$ cat src/rtl/pc_pkg.sv
// ============================================================================
//  Module      : pc_pkg
//  Description : Shared constants for the program-counter sequencer:
//                next-PC select encodings and default vectors.
//                Optional feature macro: PC_TRAP_EN (trap entry / ERET).
//  Revision    : 1.0 - initial release
// ============================================================================
`default_nettype none

package pc_pkg;

    // Next-PC select encodings driven by the control unit
    localparam logic [3:0] PC_SEQ    = 4'b0000;
    localparam logic [3:0] PC_JUMP   = 4'b0001;
    localparam logic [3:0] PC_JR     = 4'b0010;
    localparam logic [3:0] PC_BRANCH = 4'b0011;
    localparam logic [3:0] PC_CALL   = 4'b0100;
    localparam logic [3:0] PC_JALR   = 4'b0101;
    localparam logic [3:0] PC_RET    = 4'b0110;
    localparam logic [3:0] PC_ERET   = 4'b0111;

    // Default vectors, wide enough for the largest legal ADDR_W
    localparam logic [63:0] PC_DEFAULT_RESET_VECTOR = 64'h0;
    localparam logic [63:0] PC_DEFAULT_TRAP_VECTOR  = 64'h80;

endpackage

`default_nettype wire

$ cat src/rtl/ras_stack.sv
// ============================================================================
//  Module      : ras_stack
//  Description : Circular return-address stack. A push when full overwrites
//                the oldest entry; a pop when empty leaves the stack alone.
//                Overflow/underflow are registered one-cycle pulses.
//  Revision    : 1.0 - initial release
// ============================================================================
`default_nettype none

module ras_stack #(
    parameter int ADDR_W    = 32,
    parameter int RAS_DEPTH = 4
) (
    input  logic                         clk,
    input  logic                         rst_n,
    input  logic                         push_i,
    input  logic                         pop_i,
    input  logic [ADDR_W-1:0]            push_data_i,
    output logic [ADDR_W-1:0]            top_o,
    output logic [$clog2(RAS_DEPTH):0]   count_o,
    output logic                         overflow_o,
    output logic                         underflow_o
);

    localparam int PTR_W = $clog2(RAS_DEPTH);
    localparam int CNT_W = PTR_W + 1;
    localparam logic [CNT_W-1:0] FULL = CNT_W'(RAS_DEPTH);

    logic [ADDR_W-1:0] mem_q [RAS_DEPTH];
    logic [PTR_W-1:0]  wr_ptr_q, wr_ptr_d;
    logic [PTR_W-1:0]  top_ptr;
    logic [CNT_W-1:0]  count_q, count_d;
    logic              overflow_q, overflow_d;
    logic              underflow_q, underflow_d;

    // wr_ptr is the next free slot; the newest entry sits just below it
    assign top_ptr = wr_ptr_q - PTR_W'(1);

    // Pointer/count update; a full push wraps and keeps the count saturated
    always_comb begin
        wr_ptr_d    = wr_ptr_q;
        count_d     = count_q;
        overflow_d  = 1'b0;
        underflow_d = 1'b0;
        if (push_i) begin
            wr_ptr_d = wr_ptr_q + PTR_W'(1);
            if (count_q == FULL) begin
                overflow_d = 1'b1;
            end else begin
                count_d = count_q + CNT_W'(1);
            end
        end else if (pop_i) begin
            if (count_q == '0) begin
                underflow_d = 1'b1;
            end else begin
                wr_ptr_d = top_ptr;
                count_d  = count_q - CNT_W'(1);
            end
        end
    end

    // Control state register; reset empties the stack logically
    always_ff @(posedge clk) begin
        if (!rst_n) begin
            wr_ptr_q    <= '0;
            count_q     <= '0;
            overflow_q  <= 1'b0;
            underflow_q <= 1'b0;
        end else begin
            wr_ptr_q    <= wr_ptr_d;
            count_q     <= count_d;
            overflow_q  <= overflow_d;
            underflow_q <= underflow_d;
        end
    end

    // Entry storage; contents beyond count are don't-care so no reset
    always_ff @(posedge clk) begin
        if (push_i) begin
            mem_q[wr_ptr_q] <= push_data_i;
        end
    end

    assign top_o       = mem_q[top_ptr];
    assign count_o     = count_q;
    assign overflow_o  = overflow_q;
    assign underflow_o = underflow_q;

endmodule

`default_nettype wire

$ cat src/rtl/pc_sequencer.sv
// ============================================================================
//  Module      : pc_sequencer
//  Description : Fetch PC register and next-PC selection (seq, jump, JR,
//                branch, call/JALR/return via return-address stack, stall).
//                Optional feature macro: PC_TRAP_EN adds trap input, epc
//                output and the ERET select code.
//  Revision    : 1.0 - initial release
// ============================================================================
`default_nettype none

module pc_sequencer
    import pc_pkg::*;
#(
    parameter int              ADDR_W       = 32,
    parameter logic [ADDR_W-1:0] RESET_VECTOR = ADDR_W'(PC_DEFAULT_RESET_VECTOR),
    parameter int              RAS_DEPTH    = 4,
    parameter logic [ADDR_W-1:0] TRAP_VECTOR  = ADDR_W'(PC_DEFAULT_TRAP_VECTOR)
) (
    input  logic                         clk,
    input  logic                         rst_n,
    input  logic                         stall,
    input  logic [3:0]                   pc_control,
    input  logic                         branch_taken,
    input  logic [25:0]                  jump_address,
    input  logic [15:0]                  branch_offset,
    input  logic [ADDR_W-1:0]            reg_address,
`ifdef PC_TRAP_EN
    input  logic                         trap,
    output logic [ADDR_W-1:0]            epc,
`endif
    output logic [ADDR_W-1:0]            pc,
    output logic [ADDR_W-1:0]            pc_plus4,
    output logic [$clog2(RAS_DEPTH):0]   ras_count,
    output logic                         ras_overflow,
    output logic                         ras_underflow
);

    logic [ADDR_W-1:0] pc_q, pc_d;
    logic [ADDR_W-1:0] jump_target;
    logic [ADDR_W-1:0] branch_disp;
    logic [ADDR_W-1:0] branch_target;
    logic [ADDR_W-1:0] ras_top;
    logic              ras_push, ras_pop;
`ifdef PC_TRAP_EN
    logic [ADDR_W-1:0] epc_q, epc_d;
`endif

    // J-type target keeps the PC's upper region; at ADDR_W=28 there is none
    generate
        if (ADDR_W > 28) begin : g_jump_region
            assign jump_target = {pc_q[ADDR_W-1:28], jump_address, 2'b00};
        end else begin : g_jump_full
            assign jump_target = {jump_address, 2'b00};
        end
    endgenerate

    assign pc_plus4      = pc_q + ADDR_W'(4);
    assign branch_disp   = {{(ADDR_W-18){branch_offset[15]}}, branch_offset, 2'b00};
    assign branch_target = pc_plus4 + branch_disp;

    // Next-PC select and RAS requests; trap beats stall, stall beats control
    always_comb begin
        pc_d     = pc_q;
        ras_push = 1'b0;
        ras_pop  = 1'b0;
`ifdef PC_TRAP_EN
        epc_d    = epc_q;
        if (trap) begin
            epc_d = pc_q;
            pc_d  = TRAP_VECTOR;
        end else if (!stall) begin
`else
        if (!stall) begin
`endif
            case (pc_control)
                PC_SEQ:    pc_d = pc_plus4;
                PC_JUMP:   pc_d = jump_target;
                PC_JR:     pc_d = reg_address;
                PC_BRANCH: pc_d = branch_taken ? branch_target : pc_plus4;
                PC_CALL: begin
                    pc_d     = jump_target;
                    ras_push = 1'b1;
                end
                PC_JALR: begin
                    pc_d     = reg_address;
                    ras_push = 1'b1;
                end
                PC_RET: begin
                    ras_pop = 1'b1;
                    pc_d    = (ras_count != '0) ? ras_top : reg_address;
                end
`ifdef PC_TRAP_EN
                PC_ERET:   pc_d = epc_q;
`endif
                default:   pc_d = pc_q;
            endcase
        end
    end

    // PC (and exception PC) register with synchronous active-low reset
    always_ff @(posedge clk) begin
        if (!rst_n) begin
            pc_q  <= RESET_VECTOR;
`ifdef PC_TRAP_EN
            epc_q <= '0;
`endif
        end else begin
            pc_q  <= pc_d;
`ifdef PC_TRAP_EN
            epc_q <= epc_d;
`endif
        end
    end

    ras_stack #(
        .ADDR_W    (ADDR_W),
        .RAS_DEPTH (RAS_DEPTH)
    ) u_ras (
        .clk         (clk),
        .rst_n       (rst_n),
        .push_i      (ras_push),
        .pop_i       (ras_pop),
        .push_data_i (pc_plus4),
        .top_o       (ras_top),
        .count_o     (ras_count),
        .overflow_o  (ras_overflow),
        .underflow_o (ras_underflow)
    );

    assign pc = pc_q;
`ifdef PC_TRAP_EN
    assign epc = epc_q;
`endif

endmodule

`default_nettype wire

$ cat config.mk
export PLATFORM = sky130hd
export DESIGN_NAME = pc_sequencer
export DESIGN_NICKNAME = d
export VERILOG_FILES = /design/src/rtl/pc_pkg.sv /design/src/rtl/ras_stack.sv /design/src/rtl/pc_sequencer.sv
export SDC_FILE = /design/constraint.sdc
export NUM_CORES = 1
export LEC_CHECK = 0
export ABC_AREA = 1
export ABC_CLOCK_PERIOD_IN_PS = 5500
export CAP_MARGIN = 20
export CORE_ASPECT_RATIO = 1.2
export CORE_MARGIN = 2
export CORE_UTILIZATION = 36
export CTS_BUF_LIST = sky130_fd_sc_hd__clkbuf_16
export CTS_CLUSTER_DIAMETER = 150
export DETAILED_ROUTE_END_ITERATION = 16
export GPL_TIMING_DRIVEN = 0
export SLEW_MARGIN = 10
export SYNTH_ARGS = -nofsm -noshare
export SYNTH_HDL_FRONTEND = slang
export SYNTH_HIERARCHICAL = 1
export SYNTH_SLANG_ARGS = --single-unit
export TNS_END_PERCENT = 50
$ cat constraint.sdc
create_clock -name clk -period 5.5 [get_ports clk]
set_clock_uncertainty 0.05 [all_clocks]
set_input_delay 0.825 -clock clk [delete_from_list [all_inputs] [get_ports clk]]
set_output_delay 0.825 -clock clk [all_outputs]
set_load 0.1 [all_outputs]
==> impl_metrics.toml <==
[setup_path]
path_class = "register to output port"
crit_path_end = "pc_plus4[12]"
r2r-end = "pc[20]"
rrSetupSlack_ps = 1440
ff2ff_path_depth = 18
critPathRequiredTime_ps = 4620
start_kind = "register"
critPathCaptureType = "output port"
arrival_ps = 3750
cp-startpoint = "pc[2]"
critPathMaxFanout = 8
r2r-start = "pc[2]"

[cells_and_area]
final_cell_mix = "nand2_1, clkdlybuf4s50_1, nor2_1"
stdcell_count = 1856
layout_commonest_cell = "nand2_1"
final_util_pct = 45.84
fin_nets = 1577
drive_gt1_share_pct = 8.973
antennaDiodeCount = 0
final_area_mm2 = 0.01322
syn2layout_area_growth_pct = 24.68
n_fill_cell = 2806

[placed_design]
dpl_cell_area_mm2 = 0.01267
dp_hpwl_um = 30300
gp_congestion = 1.019
pre_cts_slack_ps = 1360
dp_cells = 1824
portBuffers = 149

[routing]
detail-route-antenna-nets = 0
drt-total-wl_um = 39170
routedWlPerCell_um = 21.10
viasPerCell = 5.390
drt_iter0_drc = 825
drc_errors = 0
first_pass_iters = 5
via_count = 10000

[floorplanning]
ios = 151
die_area_mm2 = 0.03085
initial_core_util_pct = 36.76
dieWidth_um = 160.7
rows = 68
core-area_mm2 = 0.02884
die_y_um = 192.0

[timing]
maxSlewViolCount = 0
grt_setup_unrepaired = "no"
post-route-min-period_ps = 4624
finalHoldViolCount = 0
fin_crit_sh_pct = 84.08
slew_headroom_pct = 28.42
tns_ps = 0
fmaxAchievable_ghz = 0.2162
finalWorstSetupSlack_ps = 875.5
tightest_slew_ps = 1070
setup_viol = 0

[logic_synthesis]
async_reset_ff_share_pct = 0
netlist_area_mm2 = 0.01060
yosysWarnings = 6
ys.flop_type = "edfxtp_1"
synth_edf_count = 128
synthCells = 1287
ys_ff_latch = 167
synth.distinct_cells = 60
seq_area_frac_synth_pct = 43.61
syn_nets = 1406
syn_area_per_cell_um2 = 8.239

[flow_run]
max_cap_violations = 0

[global_routing]
grt_overflow = 0
grt_pass1_wl_um = 58150
gr-usage-all-layers_pct = 25.74
grt_max_degree = 33
antenna_found_initial = 0
grt_pass1_vias = 9516

[clocking]
clk_pin_slew_ps = 70
clock-sinks = 167
htreeDepth = 4
hold_buffers = 0
cts_buffers = 17
clock_latency_ps = 450
cts_resized = 0
clockBufferDepth = 2
post_cts_buffers = 0
clockRootBuffer = "clkbuf_16"
cts_tree = "built"

[min_path]
hp-class = "register to register"

[pwr]
ir_worst_vdd_uv = 241.9
p_leak_nw = 5.149
power.density_mw_per_mm2 = 251.4

[run_status]
status = "finished clean"
## cell type report
| cell class | instances | area, um^2 | area share (%) |
|---|---|---|---|
| multi-input cells | 943 | 5213 | 39.42 |
| well taps | 385 | 481.7 | 3.643 |
| clock inverters | 15 | 128.9 | 0.9747 |
| inverters | 134 | 510.5 | 3.861 |
| clock buffers | 17 | 425.4 | 3.218 |
| plain buffers | 43 | 264.0 | 1.997 |
| repair buffers | 152 | 1574 | 11.91 |
| flip-flops and latches | 167 | 4624 | 34.98 |
## per-layer routing
| layer | GRT usage [%] | wire length (um) | up-vias |
|---|---|---|---|
| li1 | - | - | 4770 |
| met1 | 32.25 | 15690 | 4732 |
| met2 | 43.63 | 18800 | 436 |
| met3 | 4.168 | 3005 | 65 |
| met4 | 11.88 | 1680 | 0 |
| met5 | 0 | 0 | - |
## kinds of logic (layout without fill, tap and decap cells)
logic type,count (synthesis),in the layout,share of synthesized area (%)
DFF,167,167,43.61
AOI/OAI and AO/OA,308,308,18.36
buffers and inverters,177,361,7.304
and+or+nand+nor,568,568,23.67
adders and majority gates,37,37,4.507
xor gates and xnor gates,30,30,2.549
## critical path: stages, from the launching register on
cell,delay (ps)
dfxtp_1,490
ha_1,320
nand2_1,190
inv_1,110
nand2_1,80
xnor2_1,810
clkdlybuf4s50_1,1290
## state kept, by name, summed over array words and instances (netlist names)
signal	flops
pc	32
u_ras/count_o	3
u_ras/mem_q	128
u_ras/overflow_o	1
u_ras/underflow_o	1
u_ras/wr_ptr_q	2
## where the power goes
| group | switching, mW | total [mW] | internal, mW |
|---|---|---|---|
| logic | 0.544 | 0.765 | 0.222 |
| registers | 0.0300 | 1.41 | 1.38 |
| clock network | 0.528 | 1.15 | 0.623 |
## worst min-delay path by stage
stage	depth (start not counted)	end	start
floorplan	4	u_ras/wr_ptr_q[1]	u_ras/wr_ptr_q[1]
global placement	2	pc[31]	pc[31]
detailed placement	2	pc[31]	pc[31]
CTS	2	pc[31]	pc[31]
global route	0	u_ras/mem_q[2][0]	pc[0]
finish	2	pc[31]	pc[31]
## synth_stat cells, types with 12 or more instances
master,instances,share of area (%)
nand3_1,47,2.2
inv_1,124,4.4
nor2_4,23,2.4
ha_1,35,4.1
nor2_1,143,5.1
xor2_1,21,1.7
dfxtp_1,39,7.4
nor3_1,23,1.1
o22ai_2,20,2.4
nand2_1,299,11
a21oi_1,88,4.2
o22ai_1,12,0.71
edfxtp_1,128,36
a221oi_1,18,1.5
clkbuf_1,24,0.85
o21ai_0,107,5.1
## per-stage QoR
| step | total power [mW] | hold slack [ps] |
|---|---|---|
| 6_report | 3.324 | 478.5 |
| 2_1_floorplan | 1.925 | 505.1 |
| 4_1_cts | 3.331 | 491.7 |
| 3_3_place_gp | 2.186 | 478.1 |
| 3_5_place_dp | 2.192 | 479.6 |
| 5_1_grt | 3.439 | 524.8 |
Note: power is estimated with default switching activity, not from simulation.
==> variant 1, RTL diff (same flow settings) <==
`ADDR_W` is set to 32 in 2 places; all go to 40.
--- a/src/rtl/ras_stack.sv
+++ b/src/rtl/ras_stack.sv
@@ -9,5 +9,5 @@
 
 module ras_stack #(
-    parameter int ADDR_W    = 32,
+    parameter int ADDR_W    = 40,
     parameter int RAS_DEPTH = 4
 ) (
--- a/src/rtl/pc_sequencer.sv
+++ b/src/rtl/pc_sequencer.sv
@@ -12,5 +12,5 @@
     import pc_pkg::*;
 #(
-    parameter int              ADDR_W       = 32,
+    parameter int              ADDR_W       = 40,
     parameter logic [ADDR_W-1:0] RESET_VECTOR = ADDR_W'(PC_DEFAULT_RESET_VECTOR),
     parameter int              RAS_DEPTH    = 4,
Interface: changed (resized pc, pc_plus4 and reg_address); port bits go from 151 to 175. No check against the original RTL was run, so the function may have changed too.
==> variant 1 against the unedited design <==
First-iteration DRC count grew 33%. Sequential cell count is 40 higher. Synthesized area rose by 26%. Wire length is 34% higher. Sequential share of layout area decreased by 0.29 points. Utilization shrank 0.72 points. Register-to-register slack got worse by 0.32 ns. Fmax down 7.2%. Final area rose by 25%. Total power grew 29%. Worst setup slack got worse by 0.36 ns. Count of clock-buffer cells in the layout is 6 higher. Critical endpoint is now pc_plus4[34].
==> variant 1: results (changes against the unedited design) <==
* Status: finished clean (unchanged)
* Total CTS buffers at 22 (was 17)
* Maximum fanout count along the critical path at 6 (was 8)
* Max FFs per register at 160 (was 128)
* Top cells by area, synth: sky130_fd_sc_hd__edfxtp_1 (36%), sky130_fd_sc_hd__nand2_1 (11%), sky130_fd_sc_hd__dfxtp_1 (7.0%) (was sky130_fd_sc_hd__edfxtp_1 (36%), sky130_fd_sc_hd__nand2_1 (11%), sky130_fd_sc_hd__dfxtp_1 (7.4%))
* Clock latency of the later-clocked register in the worst-skew pair at 0.52 ns (was 0.45 ns)
* IR Drop Worst-Case VDD at 0.189 mV (was 0.242 mV)
* Placed wire-length estimate after detailed placement at 40.9 mm (was 30.3 mm)
* Cell types with the highest counts after synthesis: sky130_fd_sc_hd__nand2_1 (385), sky130_fd_sc_hd__nor2_1 (219), sky130_fd_sc_hd__inv_1 (197) (was sky130_fd_sc_hd__nand2_1 (299), sky130_fd_sc_hd__nor2_1 (143), sky130_fd_sc_hd__edfxtp_1 (128))
* Rel. slew slack at 31.3% (was 28.4%)
* Final Net Count at 2049 (was 1577)
* Part of the Yosys area used for sequential elements at 43.0% (was 43.6%)
* Post-synthesis cell type count at 53 (was 60)
* Total nets after synthesis at 1847 (was 1406)
* Max stage delay on crit path at 1.20 ns (was 1.29 ns)
* Post-Layout Cell Count at 2403 (was 1856)
* Wire length of the first global-routing pass at 76.3 mm (was 58.2 mm)
* Weighted congestion at the end of routability-driven global placement at 0.913 (was 1.02)
* Post-synthesis instance total at 1712 (was 1287)
* Post-place instance area at 15800 sq um (was 12700 sq um)
* Overall routing resource usage at 26.2% (was 25.7%)
* Maximum buffer depth of the clock tree at 3 (was 2)
* Register with the highest flop count: u_ras/mem_q (unchanged)
* Antenna violations before repair at 0 (unchanged)
* Effective utilization at floorplan at 36.4% (was 36.8%)
* Maximum level of the CTS H-tree at 1 (was 4)
* Vias in the first global route at 12700 (was 9516)
* Vias per cell at 5.39 (about the same)
* Post-place setup slack at 1.07 ns (was 1.36 ns)
* Pin count of the biggest net entering global routing at 31 (was 33)
* Number of input and output port buffers inserted at 173 (was 149)
* Number of enable flip-flop cells after synthesis at 160 (was 128)
* Post-CTS Repair Setup Buffers at 0 (unchanged)
* Final-layout fill cell count at 3647 (was 2806)
* 1st-iter DRT viols at 1094 (was 825)
* Static leakage power at 6.76 nW (was 5.15 nW)
* Kind of cell adding the most delay to the critical path: buffers and inverters (unchanged)
* Routed wire length per instance at 21.8 um (was 21.1 um)
* Share of post-route cells with drive strength above 1 at 7.62% (was 8.97%)
==> variant 1: final cells by class <==
cell class                 count  area, sq um  area share [%]
clock inverter                16          191            1.16
inverter                     211          802            4.84
tap                          474          593            3.58
buffer                        60          403            2.43
multi-input combinational   1234         6430            38.8
clock buffer                  23          576            3.47
timing repair buffer         178         1830            11.0
sequential                   207         5750            34.7
==> variant 1: report_power, final <==
| part | switching (mW) | total (mW) | internal, mW |
|---|---|---|---|
| Combinational | 0.688 | 0.963 | 0.274 |
| Sequential | 0.0356 | 1.74 | 1.71 |
| Clock | 0.641 | 1.59 | 0.951 |
| Total | 1.37 | 4.30 | 2.93 |
==> variant 1: kinds of logic after synthesis <==
| family | after synthesis | synth area share (%) |
|---|---|---|
| AND/OR/NAND/NOR | 765 | 24.4 |
| XOR/XNOR | 39 | 2.61 |
| flip-flops | 207 | 43.0 |
| buffers and inverters | 271 | 9.02 |
| adder cells (fa/ha/maj) | 45 | 4.33 |
| AO/OA/AOI/OAI | 385 | 16.6 |
==> variant 1: worst paths after layout <==
check	end	slack [ns]	cells after the start	startpoint
min reg2reg	pc[39]$_SDFFE_PN0P_	0.47	2	pc[39]$_SDFFE_PN0P_
min	pc[39]$_SDFFE_PN0P_	0.47	2	pc[39]$_SDFFE_PN0P_
max	pc_plus4[34]	0.52	9	pc[2]$_SDFFE_PN0P_
max reg2reg	pc[37]$_SDFFE_PN0P_	1.12	21	pc[2]$_SDFFE_PN0P_
==> variant 1: layer usage <==
metal	up-vias	GRT usage, %	share of wire (%)
li1	6207	-	-
met1	6110	32.2	39
met2	538	46.3	50
met3	106	2.93	7.1
met4	0	11.2	4.1
met5	-	0	0
==> variant 2, RTL diff (config.mk and constraints unchanged) <==
Made on the original files. Register the output `ras_overflow`, cleared by the reset; this adds one clock of latency there. The other outputs are not delayed to match.
--- a/src/rtl/pc_sequencer.sv
+++ b/src/rtl/pc_sequencer.sv
@@ -35,4 +35,6 @@
     output logic                         ras_underflow
 );
+
+    logic ras_overflow_d;
 
     logic [ADDR_W-1:0] pc_q, pc_d;
@@ -124,5 +126,5 @@
         .top_o       (ras_top),
         .count_o     (ras_count),
-        .overflow_o  (ras_overflow),
+        .overflow_o  (ras_overflow_d),
         .underflow_o (ras_underflow)
     );
@@ -133,4 +135,12 @@
 `endif
 
+    always_ff @(posedge clk) begin
+        if (!rst_n) begin
+            ras_overflow <= '0;
+        end else begin
+            ras_overflow <= ras_overflow_d;
+        end
+    end
+
 endmodule
 
Behaviour: not the same (a bounded check fails within 10 cycles, from zero or initial values and one cycle with rst_n low).
==> variant 2 against the unedited design <==
Combinational power grew 4.2%. Via count up 6.1%. Sequential share of layout area down 1.2 points. Final area up 3.9%. Worst setup slack lost 0.60 ns. Count of clock-buffer cells in the layout unchanged. Clock power grew 5%. Wire length up 4.1%. Register-to-register slack lost 0.61 ns. Total power is 2.9% higher. Final cell count up 8.7%. Sequential cell count grew 1. Synthesized area rose by 4.3%. Critical path type unchanged.
==> variant 2: results (changes against the unedited design) <==
* Final-layout fill cell count at 3040 (was 2806)
* Growth of design area from synthesis to finish at 24.2% (was 24.7%)
* Data arrival time at the worst-slack endpoint at 4.35 ns (was 3.75 ns)
* Area of the core at 30400 sq um (was 28800 sq um)
* Post-Layout Cell Count at 2017 (was 1856)
* Multi-input gate share of the layout cell area at 38.7% (was 39.4%)
* Antenna violations before repair at 1 (was 0)
* Post-synthesis instance total at 1435 (was 1287)
* Part of the Yosys area used for sequential elements at 42.0% (was 43.6%)
* Sequential fraction of total cell area at 33.8% (was 35.0%)
* Status: finished clean (unchanged)
* Share of synthesized cell area in full adder, half adder and majority cells at 4.32% (was 4.51%)
* Xor/xnor share of the synthesized area at 1.90% (was 2.55%)
* Register-to-register path setup slack at 0.83 ns (was 1.44 ns)
* Final Net Count at 1727 (was 1577)
* Static leakage power at 5.81 nW (was 5.15 nW)
* Logic inverters at 211 (was 134)
* Number of input and output port buffers inserted at 150 (was 149)
* Post-synthesis cell type count at 49 (was 60)
* Register-to-Register Path Depth at 19 (was 18)
* 1st-iter DRT viols at 726 (was 825)
* Ratio of total power to cell area at 249 nW/um^2 (was 251 nW/um^2)
* Internal power at 2.32 mW (was 2.22 mW)
* Weighted congestion at the end of routability-driven global placement at 0.972 (was 1.02)
* Number of non-clock buffers at 199 (was 195)
* Max stage delay cell, worst path: sky130_fd_sc_hd__clkdlybuf4s50_1 (unchanged)
* Total inserted antenna cells at 0 (unchanged)
* IR Drop Worst-Case VDD at 0.232 mV (was 0.242 mV)
* Multi-input gates at 1011 (was 943)
* Tcrit/Tclk final at 95.0% (was 84.1%)
* Post-synthesis compound-gate area fraction at 14.5% (was 18.4%)
* Share of post-route cells with drive strength above 1 at 8.45% (was 8.97%)
* Top cells by area, synth: sky130_fd_sc_hd__edfxtp_1 (35%), sky130_fd_sc_hd__nand2_1 (14%), sky130_fd_sc_hd__dfxtp_1 (7.2%) (was sky130_fd_sc_hd__edfxtp_1 (36%), sky130_fd_sc_hd__nand2_1 (11%), sky130_fd_sc_hd__dfxtp_1 (7.4%))
* Combinational gate power at 0.797 mW (was 0.765 mW)
* Slew at the pin with the worst max-slew slack at 0.990 ns (was 1.07 ns)
* Post-place instance area at 13100 sq um (was 12700 sq um)
* Routed wire length per instance at 20.2 um (was 21.1 um)
* Vias per cell at 5.26 (was 5.39)
* Wire length of the first global-routing pass at 60.3 mm (was 58.2 mm)
* Overall routing resource usage at 25.5% (was 25.7%)
* Non-clock buffering overhead in the final layout at 13.8% (was 13.9%)
* Post-place setup slack at 0.808 ns (was 1.36 ns)
* Vias in the first global route at 10400 (was 9516)
* Cell types with the highest counts after synthesis: sky130_fd_sc_hd__nand2_1 (402), sky130_fd_sc_hd__inv_1 (203), sky130_fd_sc_hd__nor2_1 (129) (was sky130_fd_sc_hd__nand2_1 (299), sky130_fd_sc_hd__nor2_1 (143), sky130_fd_sc_hd__edfxtp_1 (128))
* Placed wire-length estimate after detailed placement at 31.8 mm (was 30.3 mm)
* Relative area of clock buffers and inverters in the final design at 4.28% (was 4.19%)
[variant 2: layer usage]
layer | vias up | track usage [%] | share of wire, %
li1 | 5104 | - | -
met1 | 5023 | 31.0 | 40
met2 | 401 | 45.6 | 51
met3 | 80 | 2.58 | 5.5
met4 | 2 | 10.6 | 3.4
met5 | - | 0 | 0.039
[variant 2: worst min-delay path by stage]
stage	depth (start not counted)	slack [ns]	end	startpoint
after floorplan	2	0.34	ras_overflow$_SDFF_PN0_	u_ras/overflow_o$_SDFF_PN0_
after global placement	2	0.35	ras_overflow$_SDFF_PN0_	u_ras/overflow_o$_SDFF_PN0_
after detailed placement	2	0.35	ras_overflow$_SDFF_PN0_	u_ras/overflow_o$_SDFF_PN0_
after CTS	2	0.36	ras_overflow$_SDFF_PN0_	u_ras/overflow_o$_SDFF_PN0_
after global routing	2	0.39	ras_overflow$_SDFF_PN0_	u_ras/overflow_o$_SDFF_PN0_
final	2	0.36	ras_overflow$_SDFF_PN0_	u_ras/overflow_o$_SDFF_PN0_
